--- src/rtl/rv_pkg.sv ---
// Shared register-file constants and sequencer state type.
// Reused by the core datapath, so keep it free of sequencer-only details.
package rv_pkg;

  localparam int XLEN  = 64;
  localparam int NREGS = 32;
  localparam int AW    = $clog2(NREGS);
  localparam int PAW   = AW - 1;

  typedef enum logic [1:0] {
    IDLE,
    LOAD,
    DUMP,
    DONE
  } state_e;

  // A register pair p covers x(2p) on read port 1 and x(2p+1) on read port 2.
  function automatic logic [AW-1:0] pair_even(input logic [PAW-1:0] pair);
    return {pair, 1'b0};
  endfunction

  function automatic logic [AW-1:0] pair_odd(input logic [PAW-1:0] pair);
    return {pair, 1'b1};
  endfunction

endpackage

--- src/rtl/rf_access_sequencer_if.sv ---
// Bus bundle between the register-file access sequencer and its environment:
// control, load stream, dump stream and the register-file ports.
interface rf_access_sequencer_if;
  import rv_pkg::*;

  logic              load_start;
  logic              dump_start;
  logic              busy;
  logic              done;

  logic [XLEN-1:0]   in_data;
  logic              in_valid;
  logic              in_ready;

  logic [2*XLEN-1:0] out_data;
  logic              out_valid;
  logic              out_ready;

  logic [XLEN-1:0]   rf_write_data;
  logic [AW-1:0]     rf_rd;
  logic              rf_reg_write;
  logic [AW-1:0]     rf_rs1;
  logic [AW-1:0]     rf_rs2;
  logic [XLEN-1:0]   rf_read_data1;
  logic [XLEN-1:0]   rf_read_data2;

  modport master (
    input  load_start, dump_start,
    output busy, done,
    input  in_data, in_valid,
    output in_ready,
    output out_data, out_valid,
    input  out_ready,
    output rf_write_data, rf_rd, rf_reg_write, rf_rs1, rf_rs2,
    input  rf_read_data1, rf_read_data2
  );

  modport slave (
    output load_start, dump_start,
    input  busy, done,
    output in_data, in_valid,
    input  in_ready,
    input  out_data, out_valid,
    output out_ready,
    input  rf_write_data, rf_rd, rf_reg_write, rf_rs1, rf_rs2,
    output rf_read_data1, rf_read_data2
  );

endinterface

--- src/rtl/rf_access_sequencer.sv ---
// Register-file access sequencer: LOAD streams words into x1..x31 through the
// write port, DUMP streams register pairs out through both read ports.
module rf_access_sequencer
  import rv_pkg::*;
(
  input logic                   clk,
  input logic                   reset,
  rf_access_sequencer_if.master bus
);

  state_e          state_q, state_d;
  logic [AW-1:0]   widx_q, widx_d;
  logic [PAW-1:0]  pidx_q, pidx_d;
  logic            wr_en_q, wr_en_d;
  logic [AW-1:0]   wr_addr_q, wr_addr_d;
  logic [XLEN-1:0] wr_data_q, wr_data_d;
  logic [AW-1:0]   rs1_q, rs1_d;
  logic [AW-1:0]   rs2_q, rs2_d;

  logic load_acc;
  logic dump_acc;
  logic load_last;
  logic dump_last;

  assign load_acc  = (state_q == LOAD) && bus.in_valid;
  assign dump_acc  = (state_q == DUMP) && bus.out_ready;
  assign load_last = (widx_q == AW'(NREGS - 1));
  assign dump_last = (pidx_q == PAW'(NREGS / 2 - 1));

  // NOTE: sequential state uses non-blocking assignments and a synchronous,
  // active-high reset sampled only at the clock edge.
  always_ff @(posedge clk) begin
    if (reset) begin
      state_q <= IDLE;
    end else begin
      state_q <= state_d;
    end
  end

  // NOTE: every combinational output gets a default first so no path through
  // the case statement leaves it unassigned (which would infer a latch).
  always_comb begin
    state_d = state_q;
    case (state_q)
      IDLE: begin
        if (bus.load_start) begin
          state_d = LOAD;
        end else if (bus.dump_start) begin
          state_d = DUMP;
        end
      end
      LOAD:    if (load_acc && load_last) state_d = DONE;
      DUMP:    if (dump_acc && dump_last) state_d = DONE;
      DONE:    state_d = IDLE;
      default: state_d = IDLE;
    endcase
  end

  always_comb begin
    bus.busy      = (state_q != IDLE);
    bus.done      = (state_q == DONE);
    bus.in_ready  = (state_q == LOAD);
    bus.out_valid = (state_q == DUMP);
  end

  // Counters, the one-deep write stage and the registered read addresses.
  always_comb begin
    widx_d    = widx_q;
    pidx_d    = pidx_q;
    wr_en_d   = load_acc;
    wr_addr_d = wr_addr_q;
    wr_data_d = wr_data_q;
    rs1_d     = rs1_q;
    rs2_d     = rs2_q;

    if (state_q == IDLE) begin
      if (bus.load_start) begin
        widx_d = AW'(1);
      end else if (bus.dump_start) begin
        pidx_d = '0;
        rs1_d  = pair_even('0);
        rs2_d  = pair_odd('0);
      end
    end

    if (load_acc) begin
      wr_addr_d = widx_q;
      wr_data_d = bus.in_data;
      if (!load_last) begin
        widx_d = widx_q + AW'(1);
      end
    end

    // Addresses only move on a handshake, so a stalled beat stays stable.
    if (dump_acc && !dump_last) begin
      pidx_d = pidx_q + PAW'(1);
      rs1_d  = pair_even(pidx_q + PAW'(1));
      rs2_d  = pair_odd(pidx_q + PAW'(1));
    end
  end

  always_ff @(posedge clk) begin
    if (reset) begin
      widx_q    <= '0;
      pidx_q    <= '0;
      wr_en_q   <= 1'b0;
      wr_addr_q <= '0;
      wr_data_q <= '0;
      rs1_q     <= '0;
      rs2_q     <= '0;
    end else begin
      widx_q    <= widx_d;
      pidx_q    <= pidx_d;
      wr_en_q   <= wr_en_d;
      wr_addr_q <= wr_addr_d;
      wr_data_q <= wr_data_d;
      rs1_q     <= rs1_d;
      rs2_q     <= rs2_d;
    end
  end

  // A write pending from the accept before reset must not commit in the reset cycle.
  assign bus.rf_reg_write  = wr_en_q && !reset;
  assign bus.rf_rd         = wr_addr_q;
  assign bus.rf_write_data = wr_data_q;
  assign bus.rf_rs1        = rs1_q;
  assign bus.rf_rs2        = rs2_q;
  assign bus.out_data      = {bus.rf_read_data2, bus.rf_read_data1};

endmodule

--- src/flat_wrapper.sv ---
// flat-port wrapper written by rule: the top's interface ports become plain ports
module rf_access_sequencer_flat import rv_pkg::*;
  (clk, reset, bus_load_start, bus_dump_start, bus_busy, bus_done, bus_in_data, bus_in_valid, bus_in_ready, bus_out_data, bus_out_valid, bus_out_ready, bus_rf_write_data, bus_rf_rd, bus_rf_reg_write, bus_rf_rs1, bus_rf_rs2, bus_rf_read_data1, bus_rf_read_data2);
  rf_access_sequencer_if bus_i ();
  input logic clk;
  input logic reset;
  input wire logic [$bits(bus_i.load_start)-1:0] bus_load_start;
  input wire logic [$bits(bus_i.dump_start)-1:0] bus_dump_start;
  output wire logic [$bits(bus_i.busy)-1:0] bus_busy;
  output wire logic [$bits(bus_i.done)-1:0] bus_done;
  input wire logic [$bits(bus_i.in_data)-1:0] bus_in_data;
  input wire logic [$bits(bus_i.in_valid)-1:0] bus_in_valid;
  output wire logic [$bits(bus_i.in_ready)-1:0] bus_in_ready;
  output wire logic [$bits(bus_i.out_data)-1:0] bus_out_data;
  output wire logic [$bits(bus_i.out_valid)-1:0] bus_out_valid;
  input wire logic [$bits(bus_i.out_ready)-1:0] bus_out_ready;
  output wire logic [$bits(bus_i.rf_write_data)-1:0] bus_rf_write_data;
  output wire logic [$bits(bus_i.rf_rd)-1:0] bus_rf_rd;
  output wire logic [$bits(bus_i.rf_reg_write)-1:0] bus_rf_reg_write;
  output wire logic [$bits(bus_i.rf_rs1)-1:0] bus_rf_rs1;
  output wire logic [$bits(bus_i.rf_rs2)-1:0] bus_rf_rs2;
  input wire logic [$bits(bus_i.rf_read_data1)-1:0] bus_rf_read_data1;
  input wire logic [$bits(bus_i.rf_read_data2)-1:0] bus_rf_read_data2;
  assign bus_i.load_start = bus_load_start;
  assign bus_i.dump_start = bus_dump_start;
  assign bus_busy = bus_i.busy;
  assign bus_done = bus_i.done;
  assign bus_i.in_data = bus_in_data;
  assign bus_i.in_valid = bus_in_valid;
  assign bus_in_ready = bus_i.in_ready;
  assign bus_out_data = bus_i.out_data;
  assign bus_out_valid = bus_i.out_valid;
  assign bus_i.out_ready = bus_out_ready;
  assign bus_rf_write_data = bus_i.rf_write_data;
  assign bus_rf_rd = bus_i.rf_rd;
  assign bus_rf_reg_write = bus_i.rf_reg_write;
  assign bus_rf_rs1 = bus_i.rf_rs1;
  assign bus_rf_rs2 = bus_i.rf_rs2;
  assign bus_i.rf_read_data1 = bus_rf_read_data1;
  assign bus_i.rf_read_data2 = bus_rf_read_data2;
  rf_access_sequencer u_core (.clk(clk), .reset(reset), .bus(bus_i));
endmodule
--- config.mk ---
export PLATFORM = sky130hd
export DESIGN_NAME = rf_access_sequencer_flat
export DESIGN_NICKNAME = d
export VERILOG_FILES = /design/src/rtl/rv_pkg.sv /design/src/rtl/rf_access_sequencer_if.sv /design/src/rtl/rf_access_sequencer.sv /design/src/flat_wrapper.sv
export SDC_FILE = /design/constraint.sdc
export NUM_CORES = 1
export LEC_CHECK = 0
export CORE_AREA = 4 4 157 159
export CTS_CLUSTER_SIZE = 10
export DETAILED_ROUTE_END_ITERATION = 6
export DIE_AREA = 0 0 161 163
export GPL_TIMING_DRIVEN = 0
export PLACE_DENSITY_LB_ADDON = 0.08
export SYNTH_ARGS = -nofsm -noshare
export SYNTH_HDL_FRONTEND = slang
export SYNTH_SLANG_ARGS = --single-unit
--- constraint.sdc ---
create_clock -name clk -period 2.9 [get_ports clk]
set_input_delay 0.58 -clock clk [delete_from_list [all_inputs] [get_ports clk]]
set_output_delay 0.58 -clock clk [all_outputs]
set_load 0.01 [all_outputs]
## Word-level counts from Yosys, hierarchy flattened

Index checks and enable logic that the tools add are counted.

| word-level totals | value |
|---|---|
| flip-flop bits (word level) | 90 |
| bits in latches | 0 |
| RAM bits | 0 |
| memory bits (read-only) | 0 |
| input bits | 198 |
| output and inout port bits | 212 |
| word-level logic and storage cells | 54 |
| memories kept | 0 |

| operators by class | value |
|---|---|
| $add $sub $neg | 2 |
| $mul | 0 |
| divide/modulo/power cells | 0 |
| $lt $le $gt $ge | 0 |
| equal/unequal tests | 9 |
| shift operators | 0 |
| muxes and demuxes | 21 |
| bitwise gates (word level) | 0 |
| reduce and logical (&&, ||, !) cells | 14 |

Operators with widths:

| operator | count |
|---|---|
| $mux W5 | 12 |
| $mux W4 | 4 |
| $mux W2 | 4 |
| $pmux W2 S4 | 1 |
| $logic_and A1 B1 Y1 | 6 |
| $ne A2 B1 Y1 const B | 3 |
| $reduce_and A3 Y1 | 2 |
| $reduce_bool A2 Y1 | 3 |
| $add A5 B1 Y5 const B | 1 |
| $eq A5 B5 Y1 const B | 1 |
| $add A4 B1 Y4 const B | 1 |
| $eq A2 B2 Y1 const B | 2 |
| $eq A4 B4 Y1 const B | 1 |
| $ne A3 B3 Y1 const B | 1 |
| $eq A2 B1 Y1 const B | 1 |
| $logic_not A1 Y1 | 2 |
| $logic_not A2 Y1 | 1 |

## Depth between registers and ports, before layout

Gate-level depths: netlist of run 1.

| logic depth | value |
|---|---|
| depth after elaboration | 5 |
| gate-level depth with buffers | 8 |
| mapped depth without buffers | 6 |

## Worst setup path after synthesis of run 1

Ideal clock, no wire load.

| timing path | value |
|---|---|
| path type | reg-to-reg |
| start | register u_core.widx_q[0] |
| end | register u_core.state_q[0] |
| setup time | 0.121 ns |
| arrival time | 1.569 ns |
| required time | 2.779 ns |
| slack | 1.210 ns |
| stages on the path, launching flop included | 7 |
| buffers on the path | 0 |
| clock period less this slack | 1.690 ns |
| cells stage by stage | dfxtp_1 -> ha_1 -> and3_1 -> ha_1 -> nand2_1 -> a221oi_2 -> mux2_2 |

| on the way | value |
|---|---|
| longest elaborated chain between the ends | 4 |

RTL lines:

| item | RTL line | text |
|---|---|---|
| from (decl) | rf_access_sequencer.sv:12 | `logic [AW-1:0] widx_q, widx_d;` |
| from (signal assigned) | rf_access_sequencer.sv:112 | `widx_q <= widx_d;` |
| $eq A5 B5 Y1 | rf_access_sequencer.sv:27 | `assign load_last = (widx_q == AW'(NREGS - 1));` |
| $logic_and A1 B1 Y1 | rf_access_sequencer.sv:52 | `LOAD: if (load_acc && load_last) state_d = DONE;` |
| $ne A2 B1 Y1 (no source line) | -- |  |
| $reduce_and A3 Y1 (no source line) | -- |  |
| to (signal assigned) | rf_access_sequencer.sv:36 | `state_q <= state_d;` |
| to (decl) | rf_access_sequencer.sv:11 | `state_e state_q, state_d;` |

Every way passes these cells.
A chain may end at the register's enable or synchronous reset.

## Worst setup path in the final report of run 1

| timing path | value |
|---|---|
| start | input port reset |
| end | output port bus_rf_reg_write |

| on the way | value |
|---|---|
| longest elaborated chain between the ends | 2 |

RTL lines:

| item | RTL line | text |
|---|---|---|
| from (decl) | flat_wrapper.sv:6 | `input logic reset;` |
| $logic_not A1 Y1 | rf_access_sequencer.sv:123 | `assign bus.rf_reg_write = wr_en_q && !reset;` |
| $logic_and A1 B1 Y1 | rf_access_sequencer.sv:123 |  |
| to (decl) | flat_wrapper.sv:19 | `output wire logic [$bits(bus_i.rf_reg_write)-1:0] bus_rf_reg_write;` |

Every way passes these cells.

==> results of run 1 <==
[layout make-up]
cell class,count,area share (%)
multi-input combinational,270,17.3
inverter,3,0.148
sequential,82,21.6
clock inverter,5,0.692
clock buffer,11,3.33
timing repair buffer,280,36.9
tap,319,5.25
buffer,158,14.8
[cells in the mapped netlist, drive strengths merged (3+ instances only)]
cell type	instances	area, um2
a211oi	3	22.5
inv	3	11.3
nor2	3	11.3
buf	148	1080
nand3b	3	22.5
o21ai	3	15.0
nand2b	3	18.8
nand2	145	544
clkbuf	11	41.3
a21oi	76	380
o211ai	3	22.5
ha	7	87.6
dfxtp	82	1640
[layout by cell type (no fill, tap or decap), types with 2 or more instances in the layout]
| cell type | instances |
|---|---|
| sky130_fd_sc_hd__buf_4 | 134 |
| sky130_fd_sc_hd__clkbuf_16 | 9 |
| sky130_fd_sc_hd__buf_2 | 8 |
| sky130_fd_sc_hd__nor2_1 | 3 |
| sky130_fd_sc_hd__clkbuf_8 | 2 |
| sky130_fd_sc_hd__and3_1 | 2 |
| sky130_fd_sc_hd__nand2_1 | 145 |
| sky130_fd_sc_hd__a211oi_1 | 3 |
| sky130_fd_sc_hd__ha_1 | 7 |
| sky130_fd_sc_hd__clkbuf_1 | 10 |
| sky130_fd_sc_hd__buf_1 | 4 |
| sky130_fd_sc_hd__inv_1 | 3 |
| sky130_fd_sc_hd__clkdlybuf4s50_1 | 279 |
| sky130_fd_sc_hd__mux2_2 | 2 |
| sky130_fd_sc_hd__a311oi_1 | 2 |
| sky130_fd_sc_hd__nand2b_1 | 3 |
| sky130_fd_sc_hd__a21oi_1 | 76 |
| sky130_fd_sc_hd__dfxtp_1 | 82 |
| sky130_fd_sc_hd__clkinv_2 | 3 |
| sky130_fd_sc_hd__o21ai_0 | 3 |
| sky130_fd_sc_hd__nand3_1 | 2 |
| sky130_fd_sc_hd__nand3b_1 | 3 |
| sky130_fd_sc_hd__a31oi_1 | 2 |
| sky130_fd_sc_hd__or3_1 | 2 |
| sky130_fd_sc_hd__o211ai_1 | 3 |
| sky130_fd_sc_hd__buf_6 | 2 |
[critical path, cell delays in order]
cell	delay (ns)
sky130_fd_sc_hd__dlymetal6s2s_1	0.50
sky130_fd_sc_hd__nor2b_1	0.10
sky130_fd_sc_hd__clkdlybuf4s50_1	0.52
[worst paths after layout]
check,startpoint,end,depth (start not counted)
worst min register to register,u_core.bus.rf_write_data[49]$_SDFFE_PP0P_,u_core.bus.rf_write_data[49]$_SDFFE_PP0P_,2
worst max register to register,u_core.widx_q[0]$_SDFF_PP0_,u_core.state_q[1]$_SDFFE_PP0P_,6
worst min-delay path,u_core.bus.rf_write_data[49]$_SDFFE_PP0P_,u_core.bus.rf_write_data[49]$_SDFFE_PP0P_,2
worst max-delay path,reset,bus_rf_reg_write,3
[stage by stage]
stage	utilization, %	total power, mW
after floorplan	-	2.09
after global placement	31.3	2.83
after detailed placement	31.3	2.85
after CTS	32.6	4.07
after global routing	32.7	4.24
final	32.7	3.97
[logic make-up (layout without fill, tap and decap cells)]
| group | after synthesis | count (layout) | share of synthesized area (%) |
|---|---|---|---|
| AO/OA/AOI/OAI | 93 | 93 | 12.5 |
| adder cells (fa/ha/maj) | 7 | 7 | 2.14 |
| buffers and inverters | 162 | 457 | 27.8 |
| flip-flops | 82 | 82 | 40.1 |
| multiplexers | 2 | 2 | 0.551 |
| other | 1 | 1 | 0.0917 |
| AND/OR/NAND/NOR | 167 | 167 | 16.8 |
[routing by layer]
metal	vias to the layer above	part of all wire [%]	GRT usage (%)	routed length, um
li1	2105	-	-	-
met1	1900	37	11.9	5720
met2	228	52	20.1	8090
met3	10	9.6	3.47	1480
met4	0	1.0	3.72	160
met5	-	0	0	0
[flip-flops by register name, summed over array words and instances, names as in the netlist]
signal                    cells
u_core.wr_en_q                1
u_core.widx_q                 5
u_core.bus.rf_rs1             1
u_core.state_q                2
u_core.bus.rf_write_data     64
u_core.bus.rf_rd              5
u_core.bus.rf_rs2             4
[where the power goes]
group / switching, mW / internal (mW)
Combinational: 0.667 / 0.784
Clock: 0.469 / 0.710
Sequential: 0.0777 / 1.26
Total: 1.21 / 2.75
==> impl_table.tex, run 1 <==
\begin{tabular}{lr}
\hline
Metric & Value \\
\hline
\multicolumn{2}{l}{\textbf{Timing}} \\
\quad Worst slew slack as a fraction of its limit & 55.9\% \\
\quad Maximum operating frequency & between 400 and 500 MHz \\
\quad Final TNS setup & 0 ns \\
\quad Min Tclk post-route & 2.29 ns \\
\quad Hold slack final & 0.452 ns \\
\quad Count of endpoints failing hold in the final timing report & 0 \\
\quad Setup slack of the critical path after layout & 0.608 ns \\
\quad Setup-violating endpoint count in the final report & 0 \\
\quad Unrepaired setup endpoints after global routing & no \\
\quad Pins Over Slew Limit & 0 \\
\quad Actual transition at the worst max-transition pin & 0.661 ns \\
\quad Post-Route Skew & between 0.004 and 0.005 ns \\
\quad Period Utilization, post-route & 79.1\% \\
\multicolumn{2}{l}{\textbf{Logic synthesis}} \\
\quad Asr flop ratio synth & 0\% \\
\quad Gate count after technology mapping & 514 \\
\quad Register bit count reported by yosys & approximately 80 \\
\quad Sequential element share of the synthesized area & 40.1\% \\
\quad Nets in the synthesized netlist & 719 \\
\quad Netlist cell types & 34 \\
\quad Commonest register cell after synthesis & sky130\_fd\_sc\_hd\_\_dfxtp\_1 \\
\quad EDFF count, synth & 0 \\
\quad Warning count from the yosys run & 0 \\
\quad Synthesized cell area & 4090 um2 \\
\quad Syn\_area\_per\_cell & between 7 and 8 um2 \\
\multicolumn{2}{l}{\textbf{Global routing}} \\
\quad Number of global-route vias before repair & 4,249 \\
\quad Largest net degree at the start of global routing & 14 \\
\quad Global route total overflow & 0 \\
\quad All-Layer GR Usage & 10.9\% \\
\quad Global-route wire length before repair & 22.8 mm \\
\quad Initial antenna violation count & 0 \\
\multicolumn{2}{l}{\textbf{Clock tree}} \\
\quad Clock latency on the worst-skew pair & roughly 0.34 ns \\
\quad Clk Tree Root Cell & sky130\_fd\_sc\_hd\_\_clkbuf\_16 \\
\quad \# clock sinks & between 80 and 90 \\
\quad Clock transition at the register clock pins on the worst setup and hold paths after CTS & roughly 0.06 ns \\
\quad Post-CTS setup buffers & 0 \\
\quad Post-cts sizing count & 0 \\
\quad Number of buffers inserted during clock tree synthesis & 9 \\
\quad Deepest level of the CTS H-tree & 3 \\
\quad Maximum clock path buffer count & 2 \\
\quad Clock tree from TritonCTS & yes \\
\quad Total of hold buffers inserted after clock tree synthesis & 0 \\
\multicolumn{2}{l}{\textbf{Setup path}} \\
\quad CP Data Arrival Time & 1.71 ns \\
\quad Highest fanout seen on the critical path & 13 \\
\quad Crit path capture type & primary output \\
\quad Startpoint types & input port \\
\quad Internal reg-to-reg setup slack & 0.98 ns \\
\quad Worst EP required & roughly 2.3 ns \\
\quad Crit Path Category & in -> out \\
\multicolumn{2}{l}{\textbf{Cells and area}} \\
\quad Area taken by multi-input logic gates & 1310 um2 \\
\quad Final non-filler cell total & 1,128 \\
\quad Filler cells & 2,498 \\
\quad Area Overhead vs Synth & 85.7\% \\
\quad Diode count & 0 \\
\quad FF+latch area & 1640 um2 \\
\quad Share of cells above drive strength 1 & 20.3\% \\
\quad Final non-filler cell area & 7600 um2 \\
\quad Number of nets at the end of the flow & $\sim$1,000 \\
\multicolumn{2}{l}{\textbf{Power}} \\
\quad Max IR drop VDD & 0.000199 V \\
\quad Static Leak & 2.93 nW \\
\quad Power density normalized to cell area & 522 nW/um2 \\
\multicolumn{2}{l}{\textbf{Floorplanning}} \\
\quad Number of placement rows & 56 \\
\quad Initial Util & 17.6\% \\
\quad Floorplan die area & roughly 26,000 um2 \\
\quad Standard cell core area & 23,300 um2 \\
\quad Ports placed on the boundary & roughly 400 \\
\quad Height of the chip & approximately 160 um \\
\quad Die outline width & 161 um \\
\multicolumn{2}{l}{\textbf{Drt}} \\
\quad Total via count in the routed design & around 4,200 \\
\quad Count of nets left with antenna violations after detail routing & 0 \\
\quad Drt via density & 3.76 \\
\quad DRC violation count after routing & 0 \\
\quad Detailed-route wire length per cell & 13.7 um \\
\quad Drt first pass iters & 5 \\
\quad Wirelength, routed & 15.4 mm \\
\quad Starting DRC count in detailed routing & 97 \\
\multicolumn{2}{l}{\textbf{Placement}} \\
\quad Placed inst area & 7290 um2 \\
\quad Final HPWL from detailed placement & 12.5 mm \\
\quad RePlAce Congestion & 0.700 \\
\quad Number of cells after detailed placement & 1,113 \\
\quad Number of input and output port buffers inserted & 280 \\
\quad Setup slack after placement & -0.0777 ns \\
\multicolumn{2}{l}{\textbf{Run}} \\
\quad Number of max-capacitance violations reported & 0 \\
\multicolumn{2}{l}{\textbf{Min path}} \\
\quad Class of the tightest hold or removal check & reg -> reg \\
\multicolumn{2}{l}{\textbf{Outcome}} \\
\quad Status & finished clean \\
\hline
\end{tabular}
Power figures use the tool's default switching activity.
==> inputs of run 2 (changes only) <==
--- a/config.mk
+++ b/config.mk
@@ -5,10 +5,10 @@
 export SDC_FILE = /design/constraint.sdc
 export NUM_CORES = 1
 export LEC_CHECK = 0
-export CORE_AREA = 4 4 157 159
+export CORE_AREA = 4 4 158 160
 export CTS_CLUSTER_SIZE = 10
 export DETAILED_ROUTE_END_ITERATION = 6
-export DIE_AREA = 0 0 161 163
+export DIE_AREA = 0 0 162 164
 export GPL_TIMING_DRIVEN = 0
 export PLACE_DENSITY_LB_ADDON = 0.08
 export SYNTH_ARGS = -nofsm -noshare
==> constraint.sdc (replaced) <==
create_clock -name clk -period 2.34 [get_ports clk]
set_input_delay 0.468 -clock clk [delete_from_list [all_inputs] [get_ports clk]]
set_output_delay 0.468 -clock clk [all_outputs]
set_load 0.01 [all_outputs]
==> impl_table.tex, run 2 (synthesis results as in run 1) <==
\begin{tabular}{lr}
\hline
Metric & Value \\
\hline
\multicolumn{2}{l}{\textbf{Outcome}} \\
\quad Status & finished clean \\
\multicolumn{2}{l}{\textbf{Global routing}} \\
\quad Largest net degree at the start of global routing & 14 \\
\quad All-Layer GR Usage & 11.2\% \\
\quad Initial antenna violation count & 0 \\
\quad Global-route wire length before repair & 23.1 mm \\
\quad Number of global-route vias before repair & about 4,200 \\
\quad Global route total overflow & 0 \\
\multicolumn{2}{l}{\textbf{Min path}} \\
\quad Class of the tightest hold or removal check & reg -> reg \\
\multicolumn{2}{l}{\textbf{Drt}} \\
\quad Count of nets left with antenna violations after detail routing & 0 \\
\quad Wirelength, routed & 16.2 mm \\
\quad DRC violation count after routing & 0 \\
\quad Total via count in the routed design & approximately 4,200 \\
\quad Starting DRC count in detailed routing & approximately 70 \\
\quad Drt first pass iters & 4 \\
\quad Detailed-route wire length per cell & about 14 um \\
\quad Drt via density & 3.75 \\
\multicolumn{2}{l}{\textbf{Clock tree}} \\
\quad Total of hold buffers inserted after clock tree synthesis & 0 \\
\quad Maximum clock path buffer count & 2 \\
\quad \# clock sinks & 82 \\
\quad Number of buffers inserted during clock tree synthesis & 9 \\
\quad Clock latency on the worst-skew pair & 0.34 ns \\
\quad Deepest level of the CTS H-tree & 3 \\
\quad Clock tree from TritonCTS & yes \\
\quad Clock transition at the register clock pins on the worst setup and hold paths after CTS & 0.06 ns \\
\quad Clk Tree Root Cell & sky130\_fd\_sc\_hd\_\_clkbuf\_16 \\
\quad Post-CTS setup buffers & 0 \\
\quad Post-cts sizing count & 1 \\
\multicolumn{2}{l}{\textbf{Timing}} \\
\quad Actual transition at the worst max-transition pin & 0.634 ns \\
\quad Count of endpoints failing hold in the final timing report & 0 \\
\quad Setup slack of the critical path after layout & 0.162 ns \\
\quad Maximum operating frequency & 459 MHz \\
\quad Final TNS setup & 0 ns \\
\quad Post-Route Skew & 0.00567 ns \\
\quad Unrepaired setup endpoints after global routing & no \\
\quad Hold slack final & between 0.4 and 0.5 ns \\
\quad Worst slew slack as a fraction of its limit & 57.7\% \\
\quad Setup-violating endpoint count in the final report & 0 \\
\quad Min Tclk post-route & 2.18 ns \\
\quad Period Utilization, post-route & 93.1\% \\
\quad Pins Over Slew Limit & 0 \\
\multicolumn{2}{l}{\textbf{Cells and area}} \\
\quad Commonest non-fill, non-tap cell in the layout & sky130\_fd\_sc\_hd\_\_clkdlybuf4s50\_1 \\
\quad Area Overhead vs Synth & 86.4\% \\
\quad Filler cells & 2,501 \\
\quad Diode count & 0 \\
\quad Final non-filler cell total & approximately 1,100 \\
\quad Number of nets at the end of the flow & around 1,000 \\
\quad FF+latch area & 1640 um2 \\
\quad Flip-flop count of the largest register, all copies and words added & 64 \\
\quad Share of cells above drive strength 1 & 20.0\% \\
\quad Most frequent cells in the layout & sky130\_fd\_sc\_hd\_\_clkdlybuf4s50\_1 (279), sky130\_fd\_sc\_hd\_\_nand2\_1 (145), sky130\_fd\_sc\_hd\_\_buf\_4 (134) \\
\quad Area taken by multi-input logic gates & 1310 um2 \\
\multicolumn{2}{l}{\textbf{Setup path}} \\
\quad Most frequent cell on the critical path & sky130\_fd\_sc\_hd\_\_inv\_1 \\
\quad Crit path cell chain & inv\_1 -> ha\_1 -> inv\_1 -> clkdlybuf4s50\_1 \\
\quad Worst EP required & 1.87 ns \\
\quad CP Data Arrival Time & 1.71 ns \\
\quad Internal reg-to-reg setup slack & approximately 0.39 ns \\
\quad Startpoint types & register \\
\quad Worst path slowest cell & sky130\_fd\_sc\_hd\_\_clkdlybuf4s50\_1 \\
\quad Crit path capture type & primary output \\
\quad Number of buffers and inverters on the critical path & 3 \\
\quad Top delay family on crit path & buffers and inverters \\
\quad Largest stage delay on the critical path & 0.55 ns \\
\quad Highest fanout seen on the critical path & 7 \\
\quad Crit Path Category & reg -> out \\
\multicolumn{2}{l}{\textbf{Floorplanning}} \\
\quad Initial Util & 17.5\% \\
\quad Number of placement rows & 56 \\
\quad Standard cell core area & 23,400 um2 \\
\quad Floorplan die area & 26,600 um2 \\
\quad Ports placed on the boundary & slightly above 400 \\
\quad Height of the chip & between 150 and 200 um \\
\quad Die outline width & 162 um \\
\multicolumn{2}{l}{\textbf{Placement}} \\
\quad RePlAce Congestion & 0.699 \\
\quad Number of cells after detailed placement & 1,113 \\
\quad Number of input and output port buffers inserted & 280 \\
\quad Final HPWL from detailed placement & 13.5 mm \\
\quad Setup slack after placement & -0.382 ns \\
\multicolumn{2}{l}{\textbf{Power}} \\
\quad Static Leak & 2.93 nW \\
\quad Max IR drop VDD & 0.000299 V \\
\quad Power density normalized to cell area & 668 nW/um2 \\
\multicolumn{2}{l}{\textbf{Run}} \\
\quad Number of max-capacitance violations reported & 0 \\
\hline
\end{tabular}
-- run 2: cell count changes in the layout (fill, tap and decap cells not counted) --
cell	previous run	this run
sky130_fd_sc_hd__bufinv_16	1	3
sky130_fd_sc_hd__clkbuf_1	10	12
sky130_fd_sc_hd__clkbuf_8	2	0
sky130_fd_sc_hd__clkinv_2	3	1
sky130_fd_sc_hd__dlygate4sd2_1	0	1
sky130_fd_sc_hd__dlymetal6s2s_1	1	0
-- run 2: worst register-to-register path, stage by stage (launching register included) --
cell and delay, ns:
sky130_fd_sc_hd__dfxtp_1 0.46, sky130_fd_sc_hd__ha_1 0.23, sky130_fd_sc_hd__and3_1 0.17, sky130_fd_sc_hd__ha_1 0.18, sky130_fd_sc_hd__nand2_1 0.09, sky130_fd_sc_hd__a221oi_2 0.34, sky130_fd_sc_hd__mux2_2 0.38
-- run 2: worst paths after layout --
check                                                                from                                         to  cells past startpoint
worst max-delay path                       u_core.state_q[0]$_SDFFE_PP0P_                                   bus_busy                      4
worst min-delay path            u_core.bus.rf_write_data[27]$_SDFFE_PP0P_  u_core.bus.rf_write_data[27]$_SDFFE_PP0P_                      2
worst max register to register                u_core.widx_q[0]$_SDFF_PP0_             u_core.state_q[0]$_SDFFE_PP0P_                      6
worst min register to register  u_core.bus.rf_write_data[27]$_SDFFE_PP0P_  u_core.bus.rf_write_data[27]$_SDFFE_PP0P_                      2
-- run 2: per-stage QoR --
stage / power [mW] / utilization [%] / instance area (um2)
2_1_floorplan: 2.59 / - / 4090
6_report: 5.09 / 32.6 / 7620
3_5_place_dp: 3.54 / 31.2 / 7290
4_1_cts: 5.22 / 32.6 / 7620
5_1_grt: 5.42 / 32.6 / 7620
3_3_place_gp: 3.51 / 31.2 / 7290
-- run 2: final cells by class --
cell class / instances / area share (%)
tap: 319 / 5.24
inverter: 3 / 0.148
sequential: 82 / 21.5
timing repair buffer: 280 / 36.8
clock buffer: 11 / 3.05
buffer: 158 / 14.7
clock inverter: 5 / 1.35
multi-input combinational: 270 / 17.2
-- run 2: per-layer routing --
metal | global-route usage [%] | part of all wire, %
met1 | 11.2 | 35
met2 | 21.9 | 55
met3 | 3.79 | 9.0
met4 | 3.08 | 1.1
met5 | 0 | 0
-- run 2: report_power, final --
group	internal (mW)	switching (mW)	leakage (nW)
sequential	1.56	0.0960	0.664
combinational	0.971	0.837	2.10
clock	1.04	0.588	0.160
